===== src/rtl/sha256_pkg.sv =====
// ---------------------------------------------------------------------------
// sha256_pkg
// Shared constants and encodings for the SHA-256 message padder.
//   BLOCK_W     : SHA-256 block width in bits
//   LEN_W       : width of the trailing message-length field in bits
//   PAD_BYTE    : first padding byte appended after the message
//   BLOCK_BYTES : bytes per block
//   IDX_W       : byte index width (6 bits of position plus a "block full" bit)
//   state_t     : padder FSM states
//   pad_mode_t  : block formatting modes used by sha256_pad_fmt
// ---------------------------------------------------------------------------
package sha256_pkg;

   localparam int         BLOCK_W     = 512;
   localparam int         LEN_W       = 64;
   localparam logic [7:0] PAD_BYTE    = 8'h80;
   localparam int         BLOCK_BYTES = BLOCK_W / 8;
   localparam int         IDX_W       = 7;

   typedef enum logic [2:0] {
      ST_IDLE,
      ST_LOAD,
      ST_PAD,
      ST_SEND,
      ST_WAIT
   } state_t;

   typedef enum logic [1:0] {
      PM_FINAL_IN_PLACE,  // data, 0x80, zeros, length: the only/last block
      PM_SPLIT_FIRST,     // data, 0x80, zeros: length does not fit, goes to extra block
      PM_EXTRA_LEN_ONLY,  // zeros, length: extra block after a split
      PM_EXTRA_80_LEN     // 0x80, zeros, length: extra block after an exactly full block
   } pad_mode_t;

endpackage


===== src/rtl/sha256_pad_fmt.sv =====
// ---------------------------------------------------------------------------
// sha256_pad_fmt
// Combinational block formatter. Builds a padded 512-bit block from the byte
// buffer according to the selected padding mode.
// Ports:
//   idx     in  IDX_W    number of valid message bytes in blk_in
//   bcnt    in  BCNT_W   total message byte count (bit length = bcnt*8)
//   blk_in  in  BLOCK_W  byte buffer, byte 0 in the top bits
//   mode    in  2        pad_mode_t formatting mode
//   blk_out out BLOCK_W  formatted block
// ---------------------------------------------------------------------------
module sha256_pad_fmt
   import sha256_pkg::*;
#(
   parameter int BCNT_W = 61
)
(
   input  logic [IDX_W-1:0]   idx,
   input  logic [BCNT_W-1:0]  bcnt,
   input  logic [BLOCK_W-1:0] blk_in,
   input  logic [1:0]         mode,
   output logic [BLOCK_W-1:0] blk_out
);

   logic [LEN_W-1:0] bit_len;

   always_comb begin
      bit_len = LEN_W'({bcnt, 3'b000});
      blk_out = '0;
      // Message bytes below idx are kept, the byte at idx becomes 0x80 and
      // everything above is zero. In final-in-place mode idx <= 55, so the
      // length field written below never overlaps message data.
      if (mode == PM_FINAL_IN_PLACE || mode == PM_SPLIT_FIRST) begin
         for (int i = 0; i < BLOCK_BYTES; i++) begin
            if (IDX_W'(i) < idx) begin
               blk_out[BLOCK_W-1-8*i -: 8] = blk_in[BLOCK_W-1-8*i -: 8];
            end else if (IDX_W'(i) == idx) begin
               blk_out[BLOCK_W-1-8*i -: 8] = PAD_BYTE;
            end
         end
      end
      if (mode == PM_EXTRA_80_LEN) begin
         blk_out[BLOCK_W-1 -: 8] = PAD_BYTE;
      end
      if (mode != PM_SPLIT_FIRST) begin
         blk_out[LEN_W-1:0] = bit_len;
      end
   end

endmodule


===== src/rtl/sha256_msg_padder.sv =====
// ---------------------------------------------------------------------------
// sha256_msg_padder
// Producer side of the SHA-256 core block interface. Collects a byte stream,
// applies FIPS 180-4 padding (0x80, zero fill, 64-bit big-endian bit length)
// and hands 512-bit blocks to the core one at a time, waiting for the core's
// done pulse between blocks.
// Ports:
//   Clk          in   1    clock, rising edge
//   Rst          in   1    asynchronous reset, active-low
//   i_Byte       in   8    message byte
//   i_fValid     in   1    i_Byte valid, accepted when o_fReady is high
//   i_fLast      in   1    end of message (with or without a byte)
//   o_fReady     out  1    padder accepts a byte / end-of-message
//   o_Block      out  512  block to core, byte 0 in [511:504]
//   o_fStart     out  1    one-cycle start pulse to core
//   o_fFirst     out  1    o_Block is the first block of a message
//   i_fCoreDone  in   1    core finished the current block
//   o_fMsgDone   out  1    one-cycle pulse: final block of message finished
// ---------------------------------------------------------------------------
module sha256_msg_padder
   import sha256_pkg::*;
#(
   parameter int BCNT_W = 61
)
(
   input  logic               Clk,
   input  logic               Rst,
   input  logic [7:0]         i_Byte,
   input  logic               i_fValid,
   input  logic               i_fLast,
   output logic               o_fReady,
   output logic [BLOCK_W-1:0] o_Block,
   output logic               o_fStart,
   output logic               o_fFirst,
   input  logic               i_fCoreDone,
   output logic               o_fMsgDone
);

   state_t             state, state_d;
   logic [BLOCK_W-1:0] blk_buf, blk_buf_d;
   logic [BLOCK_W-1:0] fmt_blk;
   logic [IDX_W-1:0]   idx, idx_d;
   logic [BCNT_W-1:0]  bcnt, bcnt_d;
   logic               first, first_d;
   logic               fin, fin_d;      // block in flight is the last one
   logic               extra, extra_d;  // an extra length block is still owed
   logic [1:0]         xmode, xmode_d;  // format of the owed extra block
   logic [1:0]         fmt_mode;

   // In PAD the mode follows how full the buffer is; in WAIT the formatter
   // builds the owed extra block.
   always_comb begin
      if (state == ST_PAD) begin
         fmt_mode = (idx <= IDX_W'(55)) ? PM_FINAL_IN_PLACE : PM_SPLIT_FIRST;
      end else begin
         fmt_mode = xmode;
      end
   end

   sha256_pad_fmt #(
      .BCNT_W (BCNT_W)
   ) u_pad_fmt (
      .idx     (idx),
      .bcnt    (bcnt),
      .blk_in  (blk_buf),
      .mode    (fmt_mode),
      .blk_out (fmt_blk)
   );

   always_ff @(posedge Clk or negedge Rst) begin
      if (!Rst) begin
         state   <= ST_IDLE;
         blk_buf <= '0;
         idx     <= '0;
         bcnt    <= '0;
         first   <= 1'b0;
         fin     <= 1'b0;
         extra   <= 1'b0;
         xmode   <= PM_EXTRA_LEN_ONLY;
      end else begin
         state   <= state_d;
         blk_buf <= blk_buf_d;
         idx     <= idx_d;
         bcnt    <= bcnt_d;
         first   <= first_d;
         fin     <= fin_d;
         extra   <= extra_d;
         xmode   <= xmode_d;
      end
   end

   always_comb begin
      state_d    = state;
      blk_buf_d  = blk_buf;
      idx_d      = idx;
      bcnt_d     = bcnt;
      first_d    = first;
      fin_d      = fin;
      extra_d    = extra;
      xmode_d    = xmode;
      o_fReady   = 1'b0;
      o_fStart   = 1'b0;
      o_fMsgDone = 1'b0;

      case (state)
         ST_IDLE: begin
            first_d = 1'b1;
            idx_d   = '0;
            bcnt_d  = '0;
            fin_d   = 1'b0;
            extra_d = 1'b0;
            state_d = ST_LOAD;
         end

         ST_LOAD: begin
            o_fReady = 1'b1;
            if (i_fValid) begin
               blk_buf_d[BLOCK_W-1-8*int'(idx[5:0]) -: 8] = i_Byte;
               idx_d  = idx + IDX_W'(1);
               bcnt_d = bcnt + BCNT_W'(1);
            end
            // A last byte landing in slot 63 still goes through PAD so the
            // full buffer is followed by an 0x80/length block.
            if (i_fLast) begin
               state_d = ST_PAD;
            end else if (i_fValid && idx == IDX_W'(63)) begin
               fin_d   = 1'b0;
               extra_d = 1'b0;
               state_d = ST_SEND;
            end
         end

         ST_PAD: begin
            if (idx <= IDX_W'(55)) begin
               blk_buf_d = fmt_blk;
               fin_d     = 1'b1;
               extra_d   = 1'b0;
            end else if (idx <= IDX_W'(63)) begin
               blk_buf_d = fmt_blk;
               fin_d     = 1'b0;
               extra_d   = 1'b1;
               xmode_d   = PM_EXTRA_LEN_ONLY;
            end else begin
               fin_d     = 1'b0;
               extra_d   = 1'b1;
               xmode_d   = PM_EXTRA_80_LEN;
            end
            state_d = ST_SEND;
         end

         ST_SEND: begin
            o_fStart = 1'b1;
            state_d  = ST_WAIT;
         end

         ST_WAIT: begin
            if (i_fCoreDone) begin
               first_d = 1'b0;
               if (extra) begin
                  blk_buf_d = fmt_blk;
                  extra_d   = 1'b0;
                  fin_d     = 1'b1;
                  state_d   = ST_SEND;
               end else if (fin) begin
                  o_fMsgDone = 1'b1;
                  state_d    = ST_IDLE;
               end else begin
                  idx_d   = '0;
                  state_d = ST_LOAD;
               end
            end
         end

         default: begin
            state_d = ST_IDLE;
         end
      endcase
   end

   assign o_Block  = blk_buf;
   assign o_fFirst = first && (state == ST_SEND || state == ST_WAIT);

endmodule


===== config.mk =====
export PLATFORM = sky130hd
export DESIGN_NAME = sha256_msg_padder
export DESIGN_NICKNAME = d
export VERILOG_FILES = /design/src/rtl/sha256_pkg.sv /design/src/rtl/sha256_pad_fmt.sv /design/src/rtl/sha256_msg_padder.sv
export SDC_FILE = /design/constraint.sdc
export NUM_CORES = 1
export LEC_CHECK = 0
export CAP_MARGIN = 0
export CORE_ASPECT_RATIO = 0.8
export CORE_MARGIN = 2
export CORE_UTILIZATION = 25
export DETAILED_ROUTE_END_ITERATION = 12
export RECOVER_POWER = 25
export SKIP_CTS_REPAIR_TIMING = 1
export SYNTH_ARGS = -nofsm -noshare
export SYNTH_HDL_FRONTEND = slang
export SYNTH_SLANG_ARGS = --single-unit

===== constraint.sdc =====
create_clock -name Clk -period 5.4 [get_ports Clk]
set_input_delay 1.35 -clock Clk [delete_from_list [all_inputs] [get_ports Clk]]
set_output_delay 1.35 -clock Clk [all_outputs]
set_load 0.03 [all_outputs]

==> impl_metrics.csv <==
group,metric,value,unit
sta,worst_pin_slew,2.47,ns
worst_setup_path,start_kind,"primary input",
worst_setup_path,cp_slowest_stage_delay,0.72,ns
place,dp_hpwl,86100,µm
cts,path_clk_slew,0.06,ns
finish,final_core_util,0.339,
worst_setup_path,arrival,3.01,ns
die,fp.dieW,372,µm
worst_setup_path,reg2reg_slack,1.71,ns
sta,setup_tns,0,ns
synthesis,yosysWarnings,0,
cts,clkSinkCount,587,
worst_setup_path,path_cells,"dlygate4sd3_1 -> nand2_1 -> nor4_1 -> clkdlybuf4s50_1",
place,gp_congestion,0.843,
finish,drive_above_1_share,0.113,
sta,fmax,229,MHz
pwr,cellLeakagePower,14.4,nW
sta,worst_clock_skew,0.0238,ns
global_route,groute.usage.overall,0.208,
die,core,107000,µm²
cts,clk_latency,0.62,ns
route,viasPerCell,5.21,
finish,nets,3181,
sta,setup_violations,0,
route,routed_wl,119000,µm
sta,relSlewSlack,-0.647,
worst_setup_path,slowest_stage,"clkdlybuf4s50_1",
cts,cts_tree,"yes",
global_route,overflow,0,
place,placed_cell_area,34100,µm²
synthesis,syn_inst,2686,
cts,clockRootBuffer,"clkbuf_16",
sta,rsz0062_at_grt,"no",
global_route,first_global_vias,23200,
worst_setup_path,path_class,"primary input to primary output",
synthesis,synthFlopType,"dfrtp_1",
cts,cts_buffers,66,
die,initial_core_util,0.253,
sta,report.final.slew_viol_count,77,
die,die_area,111000,µm²
synthesis,synth-seq-cells,587,
finish,area_growth,34.0,%
synthesis,synthesis.area,27000,µm²
pwr,power.density,381,nW/µm²
worst_setup_path,cp_max_fo,7,
synthesis,synth.distinct_cells,82,
worst_setup_path,cp.required,4.05,ns
place,port-buffer-count,528,
sta,period_minus_slack,4.36,ns
global_route,grt_antenna_before_repair,2,
worst_hold_path,min_path_type,"flip-flop to flip-flop",
die,io_pins,529,
route,drtIter0Drc,2601,
finish,fin_area,36200,µm²
status,status,"finished, violations left",
run,cap_violations,1,
pwr,ir_drop,0.000273,V
global_route,grt_pass1_wl,170000,µm
synthesis,ys_seq_area_frac,0.543,
route,vias,24100,
cts,htree_levels,3,
global_route,grt_max_degree,99,
route,first_pass_iters,5,
worst_setup_path,worstSetupEndpointType,"primary output",
route,antenna_left,0,
die,die_h,298,µm
die,rows,107,
synthesis,synth_edf_count,0,
synthesis,ys_async_sr_fraction,1.00,
cts,ctsLongestPathBuffers,3,
route,avgRoutedWirePerCell,25.7,µm
synthesis,avgSynthCellArea,10.1,µm²
synthesis,synth_fp_nets,2706,
status,violations,"max-capacitance violations, max-slew violations",
sta,hold_viol_final,0,
sta,period_share,0.808,
route,post-route-drc-count,0,
[layout make-up]
type / instances / area [µm²]
fillers: 10900 / 70600
flip-flops and latches: 587 / 14700
multi-input cells: 1848 / 11400
repair buffers: 634 / 6110
clock buffers: 95 / 1940
well taps: 1417 / 1770
clock inverters: 20 / 200
inverters: 24 / 90.1
diodes: 1 / 2.50
[power breakdown]
part | internal (mW) | leakage, nW | total (mW) | switching (mW)
Combinational | 1.15 | 5.16 | 4.43 | 3.27
Sequential | 4.62 | 8.16 | 4.82 | 0.192
Clock | 2.65 | 1.05 | 4.56 | 1.91
[layer usage]
layer	vias up	wire, µm	GRT usage
met5	-	0	0
met1	12100	50800	0.276
li1	10900	-	-
met3	184	9700	0.0568
met4	0	4170	0.0701
met2	947	54400	0.326
[per-stage QoR]
step | hold WS, ns | cells | power, mW | setup WS (ns)
6_report | 0.472 | 4626 | 13.8 | 1.04
5_1_grt | 0.488 | 4626 | 14.4 | 0.685
4_1_cts | 0.477 | 4625 | 13.9 | 1.08
3_5_place_dp | 0.461 | 4510 | 9.27 | 0.918
3_3_place_gp | 0.455 | 4510 | 9.25 | 0.930
2_1_floorplan | 0.443 | 2686 | 7.37 | 1.75
[state kept, by name (all words and copies together), names as in the netlist]
| name | cells |
|---|---|
| bcnt | 61 |
| xmode | 1 |
| idx | 7 |
| state | 3 |
| extra | 1 |
| first | 1 |
| o_Block | 512 |
| fin | 1 |
[cell families after synthesis]
| kind of cell | after synthesis | synth area share |
|---|---|---|
| compound gates | 749 | 0.201 |
| flops | 587 | 0.543 |
| fa+ha+maj | 7 | 0.00324 |
| buf+inv | 251 | 0.0374 |
| mux | 100 | 0.0415 |
| simple gates | 960 | 0.163 |
| xor+xnor | 32 | 0.0104 |
[synthesized netlist by cell type, types with 6 or more instances]
master,count,share of area
nor3_1,35,0.0065
ha_1,7,0.0032
nand4_1,28,0.0065
nand3b_1,9,0.0025
and3_1,9,0.0021
nor2_1,171,0.024
o211ai_1,7,0.0019
nor2b_1,12,0.0028
clkbuf_1,164,0.023
o31ai_1,267,0.074
xnor2_1,17,0.0055
nand2_1,499,0.069
o221ai_1,37,0.012
and2_1,8,0.0019
nor4_1,12,0.0028
a21oi_1,55,0.010
xor2_1,15,0.0049
or3_1,15,0.0035
mux2_2,98,0.041
a31oi_1,12,0.0028
o41ai_1,54,0.017
o32ai_1,6,0.0019
nand3_1,66,0.012
buf_1,14,0.0019
inv_1,24,0.0033
buf_2,46,0.0085
or2_2,10,0.0023
o2bb2ai_1,21,0.0068
o2111ai_1,9,0.0029
o21ai_0,127,0.024
or4_1,26,0.0072
a22o_1,32,0.010
nand2b_1,21,0.0049
dfrtp_1,587,0.54
a32oi_1,28,0.0091
o22ai_1,45,0.010
[worst max-delay path, delay by kind of cell]
family / cells / cell delay [ns]
and+or+nand+nor: 2 / 0.26
buffers and inverters: 2 / 1.40
[path summary, 6_finish.rpt]
check | start | end | depth (start not counted)
worst max-delay path | i_fCoreDone | o_fMsgDone | 4
worst min-delay path | o_Block[95] | o_Block[95] | 2
worst max register to register | idx[5] | o_Block[270] | 4
worst min register to register | o_Block[95] | o_Block[95] | 2
max in group asynchronous | Rst | o_Block[157] | 2
min in group asynchronous | Rst | o_Block[361] | 1
[cells in the final DEF (no fill, tap or decap), drive strengths merged, types with 45 or more instances in the layout]
master and instances:
o31ai 267, clkbuf 100, dfrtp 587, buf 102, o41ai 54, o21ai 133
a21oi 55, clkdlybuf4s50 524, nand3 67, nor2 171, o22ai 45, nand2 500
mux2 98
No activity file was read; power rests on OpenSTA's default activity.
